`config.mk`:
```
export PLATFORM = sky130hd
export DESIGN_NAME = ps2_key_event_ctrl_flat
export DESIGN_NICKNAME = d
export VERILOG_FILES = /design/src/rtl/ps2_pkg.sv /design/src/rtl/ps2_key_event_ctrl_if.sv /design/src/rtl/ps2_ascii_lut.sv /design/src/rtl/ps2_key_event_ctrl.sv /design/src/flat_wrapper.sv
export SDC_FILE = /design/constraint.sdc
export NUM_CORES = 1
export LEC_CHECK = 0
export ABC_AREA = 1
export BUFFER_PORTS_ARGS = -buffer_cell sky130_fd_sc_hd__buf_2
export CAP_MARGIN = 10
export CORE_MARGIN = 10
export CORE_UTILIZATION = 44
export DETAILED_ROUTE_END_ITERATION = 8
export PLACE_DENSITY_LB_ADDON = 0.1
export REMOVE_ABC_BUFFERS = 1
export SLEW_MARGIN = 40
export SYNTH_ARGS = -nofsm -noshare
export SYNTH_HDL_FRONTEND = slang
export SYNTH_HIERARCHICAL = 1
export SYNTH_SLANG_ARGS = --single-unit
```
`constraint.sdc`:
```
create_clock -name clk -period 4.19 [get_ports clk]
set_input_delay 0.419 -clock clk [delete_from_list [all_inputs] [get_ports clk]]
set_output_delay 0.419 -clock clk [all_outputs]
set_load 0.01 [all_outputs]
```
`src/rtl/ps2_pkg.sv`:
```
// Shared scan-code constants, decoder state encoding and key event record
// for the PS/2 key event controller.
package ps2_pkg;

    localparam logic [7:0] SC_EXT    = 8'hE0;
    localparam logic [7:0] SC_BRK    = 8'hF0;
    localparam logic [7:0] SC_LSHIFT = 8'h12;
    localparam logic [7:0] SC_RSHIFT = 8'h59;
    localparam logic [7:0] SC_CAPS   = 8'h58;
    localparam logic [7:0] SC_BAT    = 8'hAA;
    localparam logic [7:0] SC_PAUSE  = 8'hE1;
    localparam logic [7:0] SC_ACK    = 8'hFA;
    localparam logic [7:0] SC_ECHO   = 8'hEE;

    localparam int unsigned EVENT_W = 8 + 1 + 1 + 8;

    typedef enum logic [1:0] {
        ST_IDLE   = 2'd0,
        ST_EXT    = 2'd1,
        ST_BRK    = 2'd2,
        ST_EXTBRK = 2'd3
    } dec_state_e;

    typedef struct packed {
        logic [7:0] code;
        logic       ext;
        logic       brk;
        logic [7:0] ascii;
    } key_event_t;

    // Letters take shift XOR caps; every other printable key takes shift alone.
    function automatic logic is_letter(input logic [7:0] code);
        return code inside {8'h1C, 8'h32, 8'h21, 8'h23, 8'h24, 8'h2B, 8'h34,
                            8'h33, 8'h43, 8'h3B, 8'h42, 8'h4B, 8'h3A, 8'h31,
                            8'h44, 8'h4D, 8'h15, 8'h2D, 8'h1B, 8'h2C, 8'h3C,
                            8'h2A, 8'h1D, 8'h22, 8'h35, 8'h1A};
    endfunction

endpackage

```
`src/rtl/ps2_key_event_ctrl_if.sv`:
```
// Key event stream: FIFO head payload with valid/ready handshake.
interface ps2_key_event_ctrl_if;
    logic       ev_valid;
    logic       ev_ready;
    logic [7:0] ev_code;
    logic       ev_ext;
    logic       ev_break;
    logic [7:0] ev_ascii;

    modport master (output ev_valid, ev_code, ev_ext, ev_break, ev_ascii,
                    input  ev_ready);
    modport slave  (input  ev_valid, ev_code, ev_ext, ev_break, ev_ascii,
                    output ev_ready);
endinterface

```
`src/rtl/ps2_ascii_lut.sv`:
```
// Scan set 2 to ASCII table: letters, digits with shifted symbols,
// space, enter and backspace. Unknown codes map to 0x00.
module ps2_ascii_lut
    import ps2_pkg::*;
(
    input  logic [7:0] code,
    input  logic       upper,
    output logic [7:0] ascii_c
);

    always_comb begin
        ascii_c = 8'h00;
        case (code)
            8'h1C: ascii_c = 8'h61;  8'h32: ascii_c = 8'h62;  8'h21: ascii_c = 8'h63;
            8'h23: ascii_c = 8'h64;  8'h24: ascii_c = 8'h65;  8'h2B: ascii_c = 8'h66;
            8'h34: ascii_c = 8'h67;  8'h33: ascii_c = 8'h68;  8'h43: ascii_c = 8'h69;
            8'h3B: ascii_c = 8'h6A;  8'h42: ascii_c = 8'h6B;  8'h4B: ascii_c = 8'h6C;
            8'h3A: ascii_c = 8'h6D;  8'h31: ascii_c = 8'h6E;  8'h44: ascii_c = 8'h6F;
            8'h4D: ascii_c = 8'h70;  8'h15: ascii_c = 8'h71;  8'h2D: ascii_c = 8'h72;
            8'h1B: ascii_c = 8'h73;  8'h2C: ascii_c = 8'h74;  8'h3C: ascii_c = 8'h75;
            8'h2A: ascii_c = 8'h76;  8'h1D: ascii_c = 8'h77;  8'h22: ascii_c = 8'h78;
            8'h35: ascii_c = 8'h79;  8'h1A: ascii_c = 8'h7A;
            8'h16: ascii_c = upper ? 8'h21 : 8'h31;
            8'h1E: ascii_c = upper ? 8'h40 : 8'h32;
            8'h26: ascii_c = upper ? 8'h23 : 8'h33;
            8'h25: ascii_c = upper ? 8'h24 : 8'h34;
            8'h2E: ascii_c = upper ? 8'h25 : 8'h35;
            8'h36: ascii_c = upper ? 8'h5E : 8'h36;
            8'h3D: ascii_c = upper ? 8'h26 : 8'h37;
            8'h3E: ascii_c = upper ? 8'h2A : 8'h38;
            8'h46: ascii_c = upper ? 8'h28 : 8'h39;
            8'h45: ascii_c = upper ? 8'h29 : 8'h30;
            8'h29: ascii_c = 8'h20;
            8'h5A: ascii_c = 8'h0D;
            8'h66: ascii_c = 8'h08;
            default: ascii_c = 8'h00;
        endcase
        if (upper && is_letter(code)) ascii_c = ascii_c - 8'h20;
    end

endmodule

```
`src/rtl/ps2_key_event_ctrl.sv`:
```
// PS/2 scan byte sequencer: decodes make/break/extended events, tracks
// shift/caps, suppresses typematic repeat and queues events in a FIFO.
module ps2_key_event_ctrl
    import ps2_pkg::*;
#(
    parameter int unsigned FIFO_DEPTH      = 8,
    parameter bit          SUPPRESS_REPEAT = 1'b1
) (
    input  logic                          clk,
    input  logic                          rst,
    input  logic                          byte_valid,
    input  logic [7:0]                    byte_data,
    ps2_key_event_ctrl_if.master          ev_if,
    output logic                          shift,
    output logic                          caps,
    output logic                          overflow,
    output logic [$clog2(FIFO_DEPTH):0]   ev_count
);

    localparam int unsigned PTR_W = $clog2(FIFO_DEPTH);
    localparam int unsigned CNT_W = PTR_W + 1;

    dec_state_e        state_q, state_d;
    logic [8:0]        held_q, held_d;
    logic              held_vld_q, held_vld_d;
    logic              lshift_q, lshift_d, rshift_q, rshift_d;
    logic              shift_q, shift_d, caps_q, caps_d;
    logic              pend_vld_q, pend_vld_d;
    key_event_t        pend_q, pend_d;
    key_event_t        head_q, head_d;
    logic              valid_q, valid_d, ovf_q, ovf_d;
    logic [PTR_W-1:0]  wr_ptr_q, wr_ptr_d, rd_ptr_q, rd_ptr_d;
    logic [CNT_W-1:0]  count_q, count_d;
    logic [EVENT_W-1:0] mem [FIFO_DEPTH];

    logic       emit_c, emit_ext_c, emit_brk_c, held_hit_c, accept_c, upper_c;
    logic       pop_c, push_c, full_c;
    logic [7:0] lut_ascii_c;

    // Shift/caps state before this byte's own modifier update
    assign upper_c = is_letter(byte_data) ? ((lshift_q | rshift_q) ^ caps_q)
                                          : (lshift_q | rshift_q);

    ps2_ascii_lut u_lut (
        .code    (byte_data),
        .upper   (upper_c),
        .ascii_c (lut_ascii_c)
    );

    // Prefix decoder plus repeat filter and modifier tracking
    always_comb begin
        state_d    = state_q;
        emit_c     = 1'b0;
        emit_ext_c = 1'b0;
        emit_brk_c = 1'b0;
        if (byte_valid) begin
            case (state_q)
                ST_IDLE: begin
                    if (byte_data == SC_EXT)      state_d = ST_EXT;
                    else if (byte_data == SC_BRK) state_d = ST_BRK;
                    else if (!(byte_data inside {SC_PAUSE, SC_BAT, SC_ACK, SC_ECHO}))
                        emit_c = 1'b1;
                end
                ST_EXT: begin
                    if (byte_data == SC_BRK) state_d = ST_EXTBRK;
                    else if (byte_data != SC_EXT) begin
                        emit_c     = 1'b1;
                        emit_ext_c = 1'b1;
                        state_d    = ST_IDLE;
                    end
                end
                ST_BRK: begin
                    emit_c     = 1'b1;
                    emit_brk_c = 1'b1;
                    state_d    = ST_IDLE;
                end
                default: begin
                    emit_c     = 1'b1;
                    emit_ext_c = 1'b1;
                    emit_brk_c = 1'b1;
                    state_d    = ST_IDLE;
                end
            endcase
        end

        held_hit_c = SUPPRESS_REPEAT && held_vld_q && (held_q == {emit_ext_c, byte_data});
        accept_c   = emit_c && !(held_hit_c && !emit_brk_c);

        held_d     = held_q;
        held_vld_d = held_vld_q;
        if (emit_c && emit_brk_c && held_hit_c) held_vld_d = 1'b0;
        if (accept_c && !emit_brk_c) begin
            held_d     = {emit_ext_c, byte_data};
            held_vld_d = 1'b1;
        end

        lshift_d = lshift_q;
        rshift_d = rshift_q;
        caps_d   = caps_q;
        if (accept_c && !emit_ext_c) begin
            if (byte_data == SC_LSHIFT) lshift_d = !emit_brk_c;
            if (byte_data == SC_RSHIFT) rshift_d = !emit_brk_c;
            if (byte_data == SC_CAPS && !emit_brk_c) caps_d = !caps_q;
        end
        shift_d = lshift_d | rshift_d;

        pend_vld_d   = accept_c;
        pend_d       = pend_q;
        if (accept_c) begin
            pend_d.code  = byte_data;
            pend_d.ext   = emit_ext_c;
            pend_d.brk   = emit_brk_c;
            pend_d.ascii = (emit_brk_c || emit_ext_c) ? 8'h00 : lut_ascii_c;
        end
    end

    // Event FIFO; the head is held in a register so it persists when empty
    always_comb begin
        pop_c    = valid_q & ev_if.ev_ready;
        full_c   = (count_q == CNT_W'(FIFO_DEPTH));
        push_c   = pend_vld_q & (!full_c | pop_c);
        ovf_d    = ovf_q | (pend_vld_q & full_c & !pop_c);
        wr_ptr_d = wr_ptr_q + PTR_W'(push_c);
        rd_ptr_d = rd_ptr_q + PTR_W'(pop_c);
        count_d  = count_q + CNT_W'(push_c) - CNT_W'(pop_c);
        valid_d  = (count_d != '0);
        head_d   = head_q;
        if (pop_c) begin
            if (count_q > CNT_W'(1)) head_d = key_event_t'(mem[rd_ptr_q + PTR_W'(1)]);
            else if (push_c)         head_d = pend_q;
        end else if (count_q == '0 && push_c) begin
            head_d = pend_q;
        end
    end

    always_ff @(posedge clk) begin
        if (push_c) mem[wr_ptr_q] <= pend_q;
    end

    always_ff @(posedge clk or posedge rst) begin
        if (rst) begin
            state_q    <= ST_IDLE;
            held_q     <= '0;
            held_vld_q <= 1'b0;
            lshift_q   <= 1'b0;
            rshift_q   <= 1'b0;
            shift_q    <= 1'b0;
            caps_q     <= 1'b0;
            pend_vld_q <= 1'b0;
            pend_q     <= '0;
            head_q     <= '0;
            valid_q    <= 1'b0;
            ovf_q      <= 1'b0;
            wr_ptr_q   <= '0;
            rd_ptr_q   <= '0;
            count_q    <= '0;
        end else begin
            state_q    <= state_d;
            held_q     <= held_d;
            held_vld_q <= held_vld_d;
            lshift_q   <= lshift_d;
            rshift_q   <= rshift_d;
            shift_q    <= shift_d;
            caps_q     <= caps_d;
            pend_vld_q <= pend_vld_d;
            pend_q     <= pend_d;
            head_q     <= head_d;
            valid_q    <= valid_d;
            ovf_q      <= ovf_d;
            wr_ptr_q   <= wr_ptr_d;
            rd_ptr_q   <= rd_ptr_d;
            count_q    <= count_d;
        end
    end

    assign ev_if.ev_valid = valid_q;
    assign ev_if.ev_code  = head_q.code;
    assign ev_if.ev_ext   = head_q.ext;
    assign ev_if.ev_break = head_q.brk;
    assign ev_if.ev_ascii = head_q.ascii;
    assign shift          = shift_q;
    assign caps           = caps_q;
    assign overflow       = ovf_q;
    assign ev_count       = count_q;

endmodule
```
`src/flat_wrapper.sv`:
```
// flat-port wrapper written by rule: the top's interface ports become plain ports
module ps2_key_event_ctrl_flat import ps2_pkg::*;
#(
    parameter int unsigned FIFO_DEPTH      = 8,
    parameter bit          SUPPRESS_REPEAT = 1'b1
)
  (clk, rst, byte_valid, byte_data, shift, caps, overflow, ev_count, ev_if_ev_valid, ev_if_ev_code, ev_if_ev_ext, ev_if_ev_break, ev_if_ev_ascii, ev_if_ev_ready);
  ps2_key_event_ctrl_if ev_if_i ();
  input  logic clk;
  input  logic rst;
  input  logic byte_valid;
  input  logic [7:0] byte_data;
  output logic shift;
  output logic caps;
  output logic overflow;
  output logic [$clog2(FIFO_DEPTH):0] ev_count;
  output wire logic [$bits(ev_if_i.ev_valid)-1:0] ev_if_ev_valid;
  output wire logic [$bits(ev_if_i.ev_code)-1:0] ev_if_ev_code;
  output wire logic [$bits(ev_if_i.ev_ext)-1:0] ev_if_ev_ext;
  output wire logic [$bits(ev_if_i.ev_break)-1:0] ev_if_ev_break;
  output wire logic [$bits(ev_if_i.ev_ascii)-1:0] ev_if_ev_ascii;
  input wire logic [$bits(ev_if_i.ev_ready)-1:0] ev_if_ev_ready;
  assign ev_if_ev_valid = ev_if_i.ev_valid;
  assign ev_if_ev_code = ev_if_i.ev_code;
  assign ev_if_ev_ext = ev_if_i.ev_ext;
  assign ev_if_ev_break = ev_if_i.ev_break;
  assign ev_if_ev_ascii = ev_if_i.ev_ascii;
  assign ev_if_i.ev_ready = ev_if_ev_ready;
  ps2_key_event_ctrl #(.FIFO_DEPTH(FIFO_DEPTH), .SUPPRESS_REPEAT(SUPPRESS_REPEAT)) u_core (.clk(clk), .rst(rst), .byte_valid(byte_valid), .byte_data(byte_data), .ev_if(ev_if_i), .shift(shift), .caps(caps), .overflow(overflow), .ev_count(ev_count));
endmodule
```
== Yosys cells after proc, flatten, opt, wreduce, memory -nomap -nowiden ==
Memories as Yosys holds them, arrays and structs flattened.
Cells that the tools add are included.
W data, S select, Z words.
Storage, ports and cells
  output and inout bits: 26
  memory bits (writable): 144
  input port bits: 12
  bits in read-only memories: 0
  latch bits: 0
  register bits after elaboration: 65
  memories: 1
Memory list
  u_core.mem: depth 8, width 18, rd ports 1, clocked after memory_dff 0, write ports 1, RTL line ps2_key_event_ctrl.sv:34  | logic [EVENT_W-1:0] mem [FIFO_DEPTH];
Cells by class
  equality and inequality tests: 56
  add/subtract/negate cells: 6
  shift-type cells: 0
  multipliers: 0
  order comparisons: 1
  bitwise logic cells: 9
  multiplexer cells: 42
  divide/modulo/power cells: 0
  reduce and logical (&&, ||, !) cells: 29
Operators by type and width (number)
  $pmux W8 S39: 1
  $eq A8 B6 Y1 const B: 23
  $eq A8 B7 Y1 const B: 11
  $mux W18: 4
  $eq A8 B5 Y1 const B: 8
  $eq A8 B8 Y1 const B: 6
  $mux W5: 8
  $reduce_bool A26 Y1: 1
  $mux W1: 18
  $mux W8: 2
  $mux W7: 2
  $logic_and A1 B1 Y1: 10
  $eq A9 B9 Y1: 1
  $mux W2: 4
  $ne A8 B8 Y1 const B: 1
  $reduce_bool A4 Y1: 2
  $sub A8 B6 Y8 const B: 1
  $add A3 B1 Y3: 2
  $logic_not A1 Y1: 6
  $ne A3 B1 Y1 const B: 2
  $add A4 B1 Y4: 1
  $and A1 B1 Y1: 4
  $eq A4 B4 Y1 const B: 1
  $gt A4 B1 Y1 const B: 1
  other kinds (16): 23

== Depth between registers and ports, before layout ==
  depth after elaboration: 13
  gate-level depth with buffers: 24

== Modules after synthesis ==
Netlist, hierarchy kept.
Modules (own cells, without submodules)
  ps2_key_event_ctrl: area an instance 8858.5 um^2, times used 1, cells each 738
  ps2_ascii_lut: area an instance 882.1 um^2, times used 1, cells each 194

== Least setup slack after synthesis ==
No wires, ideal clock.
  kind: input to register
  from: input byte_data[2]
  to: register u_core/pend_q[6] in the netlist's numbering
  setup time: 66 ps
  data arrival time: 2835 ps
  setup slack: 1290 ps
  path buffers: 0
  cell stages on the path: 23
  data required time: 4124 ps
  cells stage by stage: inv_2 nand2_1 inv_1 nand3_1 and2_1 o21ai_0 o21ai_0 o2111ai_1 o21ai_0 inv_1 nand3_1 nand2_1 nor2_1 nand2_1 nor2_1 nand3_1 inv_1 ha_1 inv_1 nand3_1 nand2_1 nand2_1 nand2_1
Between the ends
  elaborated cells on any way between the ends: 79
  those cells by class: 1 x add/sub; 47 x eq/ne; 23 x mux; 8 x reduce/logical
RTL lines
  from (decl): RTL line flat_wrapper.sv:12  | input logic [7:0] byte_data;
  $eq A8 B5 Y1 (tied with other cells): RTL line ps2_pkg.sv:33  | return code inside {8'h1C, 8'h32, 8'h21, 8'h23, 8'h24, 8'h2B, 8'h34,
  $reduce_bool A26 Y1 (*): RTL line ps2_pkg.sv:33
  $mux W1 (*): RTL line ps2_key_event_ctrl.sv:41  | assign upper_c = is_letter(byte_data) ? ((lshift_q | rshift_q) ^ caps_q)
  net u_core.upper_c: RTL line ps2_key_event_ctrl.sv:36  | logic emit_c, emit_ext_c, emit_brk_c, held_hit_c, accept_c, upper_c;
  $mux W5 (tied with other cells): RTL line ps2_ascii_lut.sv:32  | 8'h45: ascii_c = upper ? 8'h29 : 8'h30;
  $pmux W8 S39: RTL line ps2_ascii_lut.sv:13  | case (code)
  $sub A8 B6 Y8: RTL line ps2_ascii_lut.sv:38  | if (upper && is_letter(code)) ascii_c = ascii_c - 8'h20;
  $mux W8 (*): RTL line ps2_ascii_lut.sv:38
  net u_core.lut_ascii_c[6]: RTL line ps2_key_event_ctrl.sv:38  | logic [7:0] lut_ascii_c;
  $mux W8 (*): RTL line ps2_key_event_ctrl.sv:113  | pend_d.ascii = (emit_brk_c || emit_ext_c) ? 8'h00 : lut_ascii_c;
  to (signal assigned): RTL line ps2_key_event_ctrl.sv:166  | pend_q <= pend_d;
  to (decl): RTL line ps2_key_event_ctrl.sv:29  | key_event_t pend_q, pend_d;
The timed path passes the listed nets; every way through them passes the cells marked *.
A chain may end at the register's enable or synchronous reset.

== Final worst setup path ==
  from: register u_core.state_q[1]
  to: register u_core.shift_q (netlist: u_core/shift)
Between the ends
  longest elaborated chain between the ends: 12
  elaborated cells on any way between the ends: 24
  those cells by class: 3 x eq/ne; 10 x mux; 1 x bitwise; 10 x reduce/logical
Ends and longest elaborated chain
  from (decl): RTL line ps2_key_event_ctrl.sv:23  | dec_state_e state_q, state_d;
  from (signal assigned): RTL line ps2_key_event_ctrl.sv:158  | state_q <= state_d;
  $eq A2 B2 Y1 / $logic_not A2 Y1 (equally long branches): RTL line ps2_key_event_ctrl.sv:57  | case (state_q)
  $reduce_or A2 Y1 (no source line)
  $pmux W1 S2: RTL line ps2_key_event_ctrl.sv:57
  $mux W1: RTL line ps2_key_event_ctrl.sv:56  | if (byte_valid) begin
  $eq A9 B9 Y1: RTL line ps2_key_event_ctrl.sv:86  | held_hit_c = SUPPRESS_REPEAT && held_vld_q && (held_q == {emit_ext_c, byte_data});
  $logic_and A1 B1 Y1: RTL line ps2_key_event_ctrl.sv:86
  $logic_and A1 B1 Y1: RTL line ps2_key_event_ctrl.sv:87  | accept_c = emit_c && !(held_hit_c && !emit_brk_c);
  $logic_not A1 Y1: RTL line ps2_key_event_ctrl.sv:87
  $logic_and A1 B1 Y1: RTL line ps2_key_event_ctrl.sv:87
  $logic_and A1 B1 Y1: RTL line ps2_key_event_ctrl.sv:100  | if (accept_c && !emit_ext_c) begin
  $mux W1: RTL line ps2_key_event_ctrl.sv:100
  $or A1 B1 Y1 (*): RTL line ps2_key_event_ctrl.sv:105  | shift_d = lshift_d | rshift_d;
  net u_core.shift_d: RTL line ps2_key_event_ctrl.sv:27  | logic shift_q, shift_d, caps_q, caps_d;
  to (signal assigned): RTL line ps2_key_event_ctrl.sv:163  | shift_q <= shift_d;
  to (decl): RTL line ps2_key_event_ctrl.sv:27
Marked as above.

==> impl_metrics.ini <==
[setup_path]
critPathRequiredTime_ns = 4.58
criticalPathCategory = reg2reg
critPathMaxStageDelay_ns = 0.42
crit_cells = 12
rrSetupSlack_ns = 1.50
critPathArrivalTime_ns = 3.09
critPathSlowestCell = nand2_2
reg2regPathDepth = 12
crit_fanout = 30
crit_buf_inv = 1
critPathTopFamily = simple AND/OR/NAND/NOR gates
worstReg2RegEnd = u_core/shift$_DFF_PP0_
timing.rr.start = u_core/state_q[1]$_DFFE_PP0P_
start_kind = flip-flop
crit_path_cell_trace = nand2_1 -> inv_1 -> nand2_1 -> nand2_4 -> nand2_2 -> nand4_2 -> nand2_2 -> nand2_2 -> nand2_1 -> nand2_1 -> nand2_1 -> nand2_1
crit_top_cell = nand2_1
worstSetupEndpointType = flip-flop

[timing]
finalSetupViolations = 0
min_period_ns = 2.69
clock_skew_ns = 0.0227
worstMarginPinSlew_ns = 0.673
setup_tns_ns = 0
hold_violations = 0
finalCritPeriodShare_pct = 64.2
fin_ws_ns = 1.50
hold_ws_ns = 0.275
relSlewSlack_pct = 55.1
max_clock_freq_mhz = 372
maxSlewViolCount = 0
rsz0062_at_grt = no

[routing]
route.detailed.drc = 0
wire_per_inst_um = 18.1
drt_pass1_iterations = 5
final_antenna_net_count = 0
wl_um = 23000
viasPerCell = 5.41
drt-initial-drc-count = 507
via_count = 6855

[floorplanning]
fp.dieArea_um2 = 28500
rows = 54
io_pins = 38
die_w_um = 169
die_y_um = 169
initial_utilization_pct = 44.6
core_area_um2 = 21800

[clock_network]
path_clk_slew_ns = 0.06
cts_buffer_depth = 3
cts_buffers = 23
ctsRootBufferMaster = clkbuf_16
clock_sinks = 209
htree_levels = 1
cts_tree = yes
clk_latency_ns = 0.50

[placed_design]
dpl_cell_area_um2 = 10300
place_inst = 1225
place.port_buffers = 37
pre_cts_ws_ns = 1.12
gp_congestion = 0.938
dp_hpwl_um = 14300

[global_route]
grt_first_pass_wirelength_um = 36700
grt-ovfl-total = 0
antenna_found_initial = 0
grtUsageTotal_pct = 15.9
grt_pass1_vias = 6691
grt_start_max_net_pins = 73

[final_layout]
area_growth_pct = 12.6
fillerInstances = 2018
stdcell_count = 1268
utilization_pct = 50.2
drive_above_1_share_pct = 14.7
nets = 997
final_area_um2 = 11000
diodes = 0

[synth]
yosys_most_used_dff = edfxtp_1
yosys.area.top_type = edfxtp_1
syn_inst = 932
ys_types = 46
synth.most_common_cell = nor2_1
syn_avg_cell_area_um2 = 10.5
ys_async_sr_fraction_pct = 31.1
synth-seq-cells = 209
synth_top_cell_area_share_pct = 44.4
synth_area_leaders = edfxtp_1 44%, dfrtp_1 17%, nor2_1 6.5%, nand2_1 5.4%, o21ai_0 3.8%
ys_warn_count = 6
yosysSeqAreaShare_pct = 61.1
synth_common_cells = 168 x nor2_1, 144 x edfxtp_1, 141 x nand2_1, 73 x o21ai_0, 65 x dfrtp_1
synth-edff-count = 144
syn_area_um2 = 9740

[power]
power_density_nw_per_um2 = 711
p_leak_nw = 4.49
power.total_mw = 7.79
ir_drop_mv = 0.551

[worst_hold_path]
hp-start = byte_valid
worstHoldPathCells = 3
holdCritPathClass = in2reg
min_to = u_core/state_q[1]$_DFFE_PP0P_

[flow_run]
cap_violations = 0

[run_status]
status = complete, no violations
timing repair:
action / CTS / global route
resized for setup: 0 / 0
buffers inserted: 0 / 0
hold buffers: 1 / 0
endpoints found under the setup margin: 0 / 0
endpoints found under the hold margin: 30 / 0
tightest hold or removal path, stage by stage:
cell	delay [ns]
buf_2	0.12
o2111ai_1	0.11
o21ai_0	0.08
cell type report:
type                    count  area (µm²)  share of cell area [%]
flip-flops and latches    209        5950                    54.3
multi-input cells         623        3410                    31.1
clock buffers              38         652                    5.95
clock inverters             4        21.3                   0.194
repair buffers             57         357                    3.25
inverters                  57         219                    2.00
well taps                 280         350                    3.20
state kept, by name, indices dropped and copies added (netlist names):
signal,flops
u_core/ev_count,4
u_core/caps,1
u_core/held_q,9
u_core/mem,144
u_core/ev_if.ev_valid,1
u_core/rshift_q,1
u_core/pend_q,18
u_core/wr_ptr_q,3
u_core/lshift_q,1
u_core/pend_vld_q,1
u_core/held_vld_q,1
u_core/ev_if.ev_code,8
u_core/shift,1
u_core/ev_if.ev_ext,1
u_core/state_q,2
u_core/ev_if.ev_break,1
u_core/ev_if.ev_ascii,8
u_core/overflow,1
u_core/rd_ptr_q,3
power by group:
| group | leakage [nW] | internal (mW) | switching, mW |
|---|---|---|---|
| clock network | 0.325 | 1.06 | 0.760 |
| logic | 2.09 | 0.960 | 1.74 |
| registers | 2.08 | 2.89 | 0.377 |
| total | 4.49 | 4.91 | 2.88 |
kinds of logic after synthesis:
kind of cell | Yosys count | synth area share (%)
buf+inv | 100 | 4.35
xor+xnor | 14 | 1.26
flops | 209 | 61.1
fa+ha+maj | 14 | 1.88
compound gates | 170 | 11.1
mux | 18 | 1.85
simple gates | 407 | 18.5
cell usage in the layout, fill, tap and decap left out, types with 16 or more instances in the layout:
| cell | synthesis | layout |
|---|---|---|
| a31oi_1 | 19 | 19 |
| buf_2 | 9 | 37 |
| buf_4 | 2 | 16 |
| clkbuf_16 | 0 | 23 |
| dfrtp_1 | 65 | 64 |
| edfxtp_1 | 144 | 144 |
| inv_1 | 47 | 46 |
| mux2i_1 | 18 | 18 |
| nand2_1 | 141 | 141 |
| nand2_2 | 20 | 20 |
| nand3_1 | 33 | 33 |
| nor2_1 | 168 | 160 |
| o211ai_1 | 19 | 19 |
| o21ai_0 | 73 | 73 |
| o221ai_1 | 18 | 18 |
| o32ai_1 | 18 | 18 |
routing by layer:
layer / up-vias / part of all wire (%) / global-route usage (%) / wire length, µm
li1: 3371 / - / - / -
met1: 3305 / 46 / 21.1 / 10600
met2: 160 / 48 / 26.9 / 11100
met3: 19 / 4.1 / 2.08 / 942
met4: 0 / 1.2 / 3.79 / 278
met5: - / 0 / 0 / 0
worst max path at each step:
stage	to	start	slack (ns)
2_1_floorplan	u_core/ev_if.ev_ascii[0]$_DFFE_PP0P_	u_core/rd_ptr_q[0]$_DFF_PP0_	0.53
3_3_place_gp	u_core/pend_q[6]$_DFFE_PP0N_	byte_data[2]	1.18
3_5_place_dp	u_core/pend_q[6]$_DFFE_PP0N_	byte_data[2]	1.12
4_1_cts	u_core/shift$_DFF_PP0_	u_core/state_q[1]$_DFFE_PP0P_	1.44
5_1_grt	u_core/shift$_DFF_PP0_	u_core/state_q[1]$_DFFE_PP0P_	1.18
6_report	u_core/shift$_DFF_PP0_	u_core/state_q[1]$_DFFE_PP0P_	1.50
Power figures use the tool's default switching activity.
